<file path="config.mk">
export PLATFORM = sky130hd
export DESIGN_NAME = seg_scan_flat
export DESIGN_NICKNAME = d
export VERILOG_FILES = /design/src/rtl/seg_pkg.sv /design/src/rtl/seg_scan_if.sv /design/src/rtl/seg_decode.sv /design/src/rtl/seg_scan.sv /design/src/flat_wrapper.sv
export SDC_FILE = /design/constraint.sdc
export NUM_CORES = 1
export LEC_CHECK = 0
export CORE_MARGIN = 1
export CORE_UTILIZATION = 54
export DETAILED_ROUTE_END_ITERATION = 10
export PLACE_DENSITY_LB_ADDON = 0.3
export SLEW_MARGIN = 20
export SYNTH_ARGS = -nofsm -noshare
export SYNTH_HDL_FRONTEND = slang
export SYNTH_HIERARCHICAL = 1
export SYNTH_SLANG_ARGS = --single-unit
</file>
<file path="constraint.sdc">
create_clock -name clk -period 3.7 [get_ports clk]
set_clock_uncertainty 0.1 [all_clocks]
set_input_delay 0.555 -clock clk [delete_from_list [all_inputs] [get_ports clk]]
set_output_delay 0.555 -clock clk [all_outputs]
set_load 0.005 [all_outputs]
</file>
<file path="src/rtl/seg_pkg.sv">
// Shared constants for the seven-segment scanner: active-high segment
// patterns ({g,f,e,d,c,b,a}), the dash marker code and the scan phase type.
package seg_pkg;

    localparam logic [3:0] CODE_DASH = 4'hF;

    localparam logic [6:0] SEG_0     = 7'h3F;
    localparam logic [6:0] SEG_1     = 7'h06;
    localparam logic [6:0] SEG_2     = 7'h5B;
    localparam logic [6:0] SEG_3     = 7'h4F;
    localparam logic [6:0] SEG_4     = 7'h66;
    localparam logic [6:0] SEG_5     = 7'h6D;
    localparam logic [6:0] SEG_6     = 7'h7D;
    localparam logic [6:0] SEG_7     = 7'h07;
    localparam logic [6:0] SEG_8     = 7'h7F;
    localparam logic [6:0] SEG_9     = 7'h6F;
    localparam logic [6:0] SEG_BLANK = 7'h00;
    localparam logic [6:0] SEG_DASH  = 7'h40;

    // Active-low "everything off" value driven onto the seg pins.
    localparam logic [6:0] SEG_PINS_OFF = 7'h7F;

    typedef enum logic [1:0] {
        SCAN_IDLE = 2'd0,
        SCAN_DARK = 2'd1,
        SCAN_LIT  = 2'd2
    } scan_phase_e;

endpackage

</file>
<file path="src/rtl/seg_scan_if.sv">
// Signal bundle between the digit source and the seven-segment scanner,
// plus a debug view of the scan phase shown on the pins.
interface seg_scan_if #(
    parameter int NUM_DIGITS = 8
);
    import seg_pkg::*;

    // en is a level, not a handshake: while high the scanner free-runs and
    // resamples digits_in/dp_in only at each frame start; low parks it dark.
    logic                      en;
    logic [4*NUM_DIGITS-1:0]   digits_in;
    logic [NUM_DIGITS-1:0]     dp_in;
    logic                      blank_lz;

    logic [NUM_DIGITS-1:0]     an;
    logic [6:0]                seg;
    logic                      dp;
    logic                      frame_done;
    scan_phase_e               phase;

    modport master (
        output en, digits_in, dp_in, blank_lz,
        input  an, seg, dp, frame_done, phase
    );

    modport slave (
        input  en, digits_in, dp_in, blank_lz,
        output an, seg, dp, frame_done, phase
    );

endinterface

</file>
<file path="src/rtl/seg_decode.sv">
// Combinational BCD-to-seven-segment decoder, active-high pattern out.
module seg_decode
    import seg_pkg::*;
(
    input  logic [3:0] code_i,
    output logic [6:0] pattern_o
);

    always_comb begin
        pattern_o = SEG_BLANK;
        case (code_i)
            4'd0:      pattern_o = SEG_0;
            4'd1:      pattern_o = SEG_1;
            4'd2:      pattern_o = SEG_2;
            4'd3:      pattern_o = SEG_3;
            4'd4:      pattern_o = SEG_4;
            4'd5:      pattern_o = SEG_5;
            4'd6:      pattern_o = SEG_6;
            4'd7:      pattern_o = SEG_7;
            4'd8:      pattern_o = SEG_8;
            4'd9:      pattern_o = SEG_9;
            CODE_DASH: pattern_o = SEG_DASH;
            default:   pattern_o = SEG_BLANK;
        endcase
    end

endmodule

</file>
<file path="src/rtl/seg_scan.sv">
// Time-multiplexed common-anode seven-segment driver: per-frame input
// snapshot, per-slot ghosting blank, optional leading-zero suppression.
module seg_scan
    import seg_pkg::*;
#(
    parameter int NUM_DIGITS = 8,
    parameter int CLK_DIV    = 50000,
    parameter int BLANK_CYC  = 16
) (
    input  logic       clk,
    input  logic       rst_n,
    seg_scan_if.slave  bus
);

    localparam int CW = (CLK_DIV > 1) ? $clog2(CLK_DIV) : 1;
    localparam int IW = (NUM_DIGITS > 1) ? $clog2(NUM_DIGITS) : 1;

    localparam logic [CW-1:0] CNT_LAST  = CW'(CLK_DIV - 1);
    localparam logic [CW-1:0] CNT_BLANK = CW'(BLANK_CYC);
    localparam logic [IW-1:0] IDX_LAST  = IW'(NUM_DIGITS - 1);

    logic [CW-1:0]            cnt_q, cnt_d;
    logic [IW-1:0]            idx_q, idx_d;
    logic [4*NUM_DIGITS-1:0]  snap_q, snap_d;
    logic [NUM_DIGITS-1:0]    snap_dp_q, snap_dp_d;

    logic [NUM_DIGITS-1:0]    an_q, an_d;
    logic [6:0]               seg_q, seg_d;
    logic                     dp_q, dp_d;
    logic                     frame_done_q, frame_done_d;
    scan_phase_e              phase_q, phase_d;

    logic                     frame_start;
    logic [3:0]               cur_code;
    logic [6:0]               cur_pattern;
    logic [NUM_DIGITS-1:0]    lz_mask;
    logic                     lz_run;

    // Counters and frame-start snapshot.
    always_comb begin
        cnt_d       = cnt_q;
        idx_d       = idx_q;
        snap_d      = snap_q;
        snap_dp_d   = snap_dp_q;
        frame_start = bus.en && (idx_q == '0) && (cnt_q == '0);

        if (!bus.en) begin
            cnt_d = '0;
            idx_d = '0;
        end else begin
            if (frame_start) begin
                snap_d    = bus.digits_in;
                snap_dp_d = bus.dp_in;
            end
            if (cnt_q == CNT_LAST) begin
                cnt_d = '0;
                idx_d = (idx_q == IDX_LAST) ? '0 : idx_q + 1'b1;
            end else begin
                cnt_d = cnt_q + 1'b1;
            end
        end
    end

    // Walk down from the most significant digit; the run breaks at the
    // first non-zero code, so a dash also ends the suppression.
    always_comb begin
        lz_run  = bus.blank_lz;
        lz_mask = '0;
        for (int k = NUM_DIGITS - 1; k >= 1; k--) begin
            lz_run     = lz_run && (snap_q[4*k +: 4] == 4'd0);
            lz_mask[k] = lz_run;
        end
    end

    assign cur_code = snap_q[{idx_q, 2'b00} +: 4];

    seg_decode u_decode (
        .code_i    (cur_code),
        .pattern_o (cur_pattern)
    );

    // Output stage: phase decides lit vs dark, then pins follow.
    always_comb begin
        phase_d      = SCAN_IDLE;
        an_d         = '1;
        seg_d        = SEG_PINS_OFF;
        dp_d         = 1'b1;
        frame_done_d = 1'b0;

        if (bus.en) begin
            if ((cnt_q < CNT_BLANK) || lz_mask[idx_q]) begin
                phase_d = SCAN_DARK;
            end else begin
                phase_d = SCAN_LIT;
            end
            frame_done_d = (idx_q == IDX_LAST) && (cnt_q == CNT_LAST);
        end

        if (phase_d == SCAN_LIT) begin
            an_d[idx_q] = 1'b0;
            seg_d       = ~cur_pattern;
            dp_d        = ~snap_dp_q[idx_q];
        end
    end

    always_ff @(posedge clk or negedge rst_n) begin
        if (!rst_n) begin
            cnt_q        <= '0;
            idx_q        <= '0;
            snap_q       <= '1;
            snap_dp_q    <= '0;
            an_q         <= '1;
            seg_q        <= SEG_PINS_OFF;
            dp_q         <= 1'b1;
            frame_done_q <= 1'b0;
            phase_q      <= SCAN_IDLE;
        end else begin
            cnt_q        <= cnt_d;
            idx_q        <= idx_d;
            snap_q       <= snap_d;
            snap_dp_q    <= snap_dp_d;
            an_q         <= an_d;
            seg_q        <= seg_d;
            dp_q         <= dp_d;
            frame_done_q <= frame_done_d;
            phase_q      <= phase_d;
        end
    end

    assign bus.an         = an_q;
    assign bus.seg        = seg_q;
    assign bus.dp         = dp_q;
    assign bus.frame_done = frame_done_q;
    assign bus.phase      = phase_q;

endmodule

</file>
<file path="src/flat_wrapper.sv">
// flat-port wrapper written by rule: the top's interface ports become plain ports
module seg_scan_flat import seg_pkg::*;
#(
    parameter int NUM_DIGITS = 8,
    parameter int CLK_DIV    = 50000,
    parameter int BLANK_CYC  = 16
)
  (clk, rst_n, bus_en, bus_digits_in, bus_dp_in, bus_blank_lz, bus_an, bus_seg, bus_dp, bus_frame_done, bus_phase);
  seg_scan_if #(.NUM_DIGITS(NUM_DIGITS)) bus_i ();
  input  logic clk;
  input  logic rst_n;
  input wire logic [$bits(bus_i.en)-1:0] bus_en;
  input wire logic [$bits(bus_i.digits_in)-1:0] bus_digits_in;
  input wire logic [$bits(bus_i.dp_in)-1:0] bus_dp_in;
  input wire logic [$bits(bus_i.blank_lz)-1:0] bus_blank_lz;
  output wire logic [$bits(bus_i.an)-1:0] bus_an;
  output wire logic [$bits(bus_i.seg)-1:0] bus_seg;
  output wire logic [$bits(bus_i.dp)-1:0] bus_dp;
  output wire logic [$bits(bus_i.frame_done)-1:0] bus_frame_done;
  output wire logic [$bits(bus_i.phase)-1:0] bus_phase;
  assign bus_i.en = bus_en;
  assign bus_i.digits_in = bus_digits_in;
  assign bus_i.dp_in = bus_dp_in;
  assign bus_i.blank_lz = bus_blank_lz;
  assign bus_an = bus_i.an;
  assign bus_seg = bus_i.seg;
  assign bus_dp = bus_i.dp;
  assign bus_frame_done = bus_i.frame_done;
  assign bus_phase = bus_i.phase;
  seg_scan #(.NUM_DIGITS(NUM_DIGITS), .CLK_DIV(CLK_DIV), .BLANK_CYC(BLANK_CYC)) u_core (.clk(clk), .rst_n(rst_n), .bus(bus_i));
endmodule
</file>
==> flow_summary_export.csv <==
group,metric,value,unit
timing,rsz0062_at_grt,"no",
detailed_routing,drt_first_pass_iters,4,
detailed_routing,vias_after_detailed_routing,2880,
worst_setup_path,cp_data_required_time,3.83,ns
clock_network,max-clock-path-buffers,2,
placement,placement.io_buffers,62,
logic_synthesis,sequential_cell_area_fraction_in_the_yosys_report,0.497,
placement,place_congestion,0.825,
power,pwr-share-seq,0.521,
timing,report.final.hold_viol_count,0,
logic_synthesis,mappedNetlistArea,4050,um2
global_route,wire_length_of_the_first_global_routing_pass,13.5,mm
worst_setup_path,critical_path.startpoint_type,"flop",
power,internal-power,1.59,mW
detailed_routing,post_route_ant_nets,0,
logic_synthesis,netlist_cell_types,59,
logic_synthesis,yosysTopAreaCell,"sky130_fd_sc_hd__dfstp_2",
floorplan,design.die.area,7850,um2
clock_network,cts_post_setup_buffers_inserted,0,
placement,dp_hpwl,5.88,mm
logic_synthesis,synthArstFlopShare,1.00,
worst_hold_path,hold_path_class,"in -> async",
final_layout,finalNetCount,450,
power,power_frac_clock,0.288,
detailed_routing,drt_iter0_drc,207,
clock_network,clock_latency,0.35,ns
logic_synthesis,syn_nets,388,
logic_synthesis,yosys-top-cells-area,"sky130_fd_sc_hd__dfstp_2 31%, sky130_fd_sc_hd__dfrtp_1 19%, sky130_fd_sc_hd__mux2_2 6.4%, sky130_fd_sc_hd__mux4_2 4.4%, sky130_fd_sc_hd__ha_1 3.7%",
logic_synthesis,synthDominantCellAreaShare,0.311,
logic_synthesis,syn-instance-count,332,
power,power_density,440,nW/um2
clock_network,postCtsHoldBufs,0,
power,totalPowerFinal,2.16,mW
timing,finalSetupViolCount,0,
global_route,first_global_vias,2715,
final_layout,stdcell_count,498,
final_layout,n_fill_cell,568,
power,peakVddDrop,0.353,mV
worst_setup_path,timing.critical_path.to_type,"flop",
power,power.combinational.fraction,0.191,
clock_network,postcts_resize_cnt,0,
detailed_routing,route.detailed.vias_per_inst,5.78,
global_route,grt_util_all_layers,0.228,
clock_network,clock_tree_from_tritoncts,"done",
timing,timing.final.crit_period,2.90,ns
worst_setup_path,highest_net_fanout_along_the_worst_path,40,
power,p_leak,1.91,nW
global_route,grt_start_max_net_pins,45,
global_route,grt.overflow.total,0,
timing,tightestPinTransition,1.04,ns
floorplan,die-width,88.6,um
floorplan,boundaryPins,63,
power,p_sw_frac,0.263,
timing,slew-limit-headroom,0.302,
clock_network,clk_transition_reported_paths,0.08,ns
logic_synthesis,postSynthAreaPerCell,12.2,um2
placement,placedCellCount,482,
power,p_sw,0.570,mW
clock_network,htree_num_levels,3,
final_layout,drive_above_1_share,0.326,
logic_synthesis,synth_top_flop_cell,"sky130_fd_sc_hd__dfstp_2",
clock_network,cts.sink_count,78,
status,outcome,"finished clean",
clock_network,root_buffer,"sky130_fd_sc_hd__clkbuf_8",
timing,timing.setup.tns,0,ns
logic_synthesis,synth_enable_flop_cells,0,
timing,slew_viol_final,0,
worst_setup_path,worst_ep_arrival_time,3.03,ns
floorplan,initial_utilization,0.559,
logic_synthesis,synthesis.yosys.warnings,6,
timing,max_clock_freq,0.345,GHz
clock_network,cts_made_buffers,9,
timing,period_share,0.783,
worst_setup_path,crit_type,"reg -> reg",
detailed_routing,detail_route.drc_violations,0,
detailed_routing,detail_route.wirelength,8.11,mm
floorplan,core_area,7250,um2
final_layout,layout-area-overhead-vs-synth,21.5,%
logic_synthesis,synth-seq-cells,78,
final_layout,diodes,0,
run,cap_viol_max_count,0,
floorplan,floorplan.die.height,88.6,um
global_route,grt_antenna_before_repair,0,
detailed_routing,routedWlPerCell,16.3,um
floorplan,fp-row-count,31,
final timing paths:
kind	startpoint	cells past startpoint	slack, ns	to
worst max-delay path	u_core/idx_q[1]	6	0.80	u_core/snap_dp_q[4]
worst min-delay path	rst_n	1	0.25	u_core/cnt_q[10]
worst max register to register	u_core/idx_q[1]	6	0.80	u_core/snap_dp_q[4]
worst min register to register	u_core/snap_dp_q[7]	1	0.41	u_core/snap_dp_q[7]
max in group asynchronous	rst_n	2	2.38	u_core/snap_q[19]
min in group clk	u_core/snap_dp_q[7]	1	0.41	u_core/snap_dp_q[7]
cell usage in the layout, fill, tap and decap left out, types with 10 or more instances in the layout:
cell and instances:
sky130_fd_sc_hd__nand4_1 11, sky130_fd_sc_hd__clkdlybuf4s50_1 61, sky130_fd_sc_hd__dfrtp_1 30, sky130_fd_sc_hd__inv_1 12, sky130_fd_sc_hd__clkbuf_8 10, sky130_fd_sc_hd__ha_1 12
sky130_fd_sc_hd__nor2_1 20, sky130_fd_sc_hd__nand2_1 25, sky130_fd_sc_hd__mux2_2 23, sky130_fd_sc_hd__dfstp_2 48, sky130_fd_sc_hd__mux2_4 10
critical path: stages (launching register included):
cell	delay, ns
sky130_fd_sc_hd__dfrtp_1	0.58
sky130_fd_sc_hd__inv_1	0.23
sky130_fd_sc_hd__ha_1	0.17
sky130_fd_sc_hd__or4bb_2	0.64
sky130_fd_sc_hd__nor4_4	0.14
sky130_fd_sc_hd__buf_4	0.51
sky130_fd_sc_hd__mux2_2	0.40
metrics by stage:
| stage | setup WS [ns] | hold WS, ns | utilization | cell area, um2 |
|---|---|---|---|---|
| global placement | 0.887 | 0.365 | 0.652 | 4730 |
| floorplan | 1.04 | 0.159 | - | 4050 |
| CTS | 0.793 | 0.278 | 0.678 | 4920 |
| detailed placement | 0.807 | 0.396 | 0.652 | 4730 |
| global route | 0.668 | 0.328 | 0.679 | 4920 |
| finish | 0.804 | 0.252 | 0.679 | 4920 |
synth_stat cells (all sizes together), types with 7 or more instances:
cell type   n
nand2      25
xnor2       9
o211ai      9
nand4      12
inv        13
dfstp      48
a21oi      10
mux4        8
nor2       20
mux2       40
nor4        9
nor3        7
o21ai      13
dfrtp      30
ha         12
buf        10
power by group through the flow:
stage / clock network (mW) / registers, mW / logic, mW
floorplan: 0 / 1.09 / 0.310
detailed placement: 0 / 1.14 / 0.411
global placement: 0 / 1.13 / 0.398
global route: 0.669 / 1.14 / 0.453
CTS: 0.633 / 1.13 / 0.416
finish: 0.622 / 1.13 / 0.413
registers in the layout (all words and copies together), names as in the netlist:
register and cells:
u_core/snap_dp_q 8, u_core/cnt_q 16, u_core/bus.dp 1, u_core/bus.seg 7
u_core/snap_q 32, u_core/bus.frame_done 1, u_core/idx_q 3, u_core/bus.phase 2
u_core/bus.an 8
cell type report:
type                       count  area, um2  share of cell area
timing repair buffer          67        653               0.133
multi-input combinational    225       1890               0.385
tap                           99        124              0.0252
clock buffer                  12        145              0.0295
inverter                      13       48.8             0.00991
clock inverter                 4       46.3             0.00941
sequential                    78       2010               0.409
metal layers:
| layer | wire (um) | global-route usage |
|---|---|---|
| met2 | 3770 | 0.348 |
| met5 | 0 | 0 |
| met1 | 3720 | 0.321 |
| met4 | 97 | 0.104 |
| met3 | 513 | 0.0401 |
cell families (layout without fill, tap and decap cells):
kind of cell	count (synthesis)	after routing	share of synthesized area
compound gates	50	50	0.0899
flops	78	78	0.497
buf+inv	29	96	0.0374
xor+xnor	12	12	0.0259
simple gates	103	103	0.148
mux	48	48	0.165
fa+ha+maj	12	12	0.0371
(Power assumes the default switching activity.)
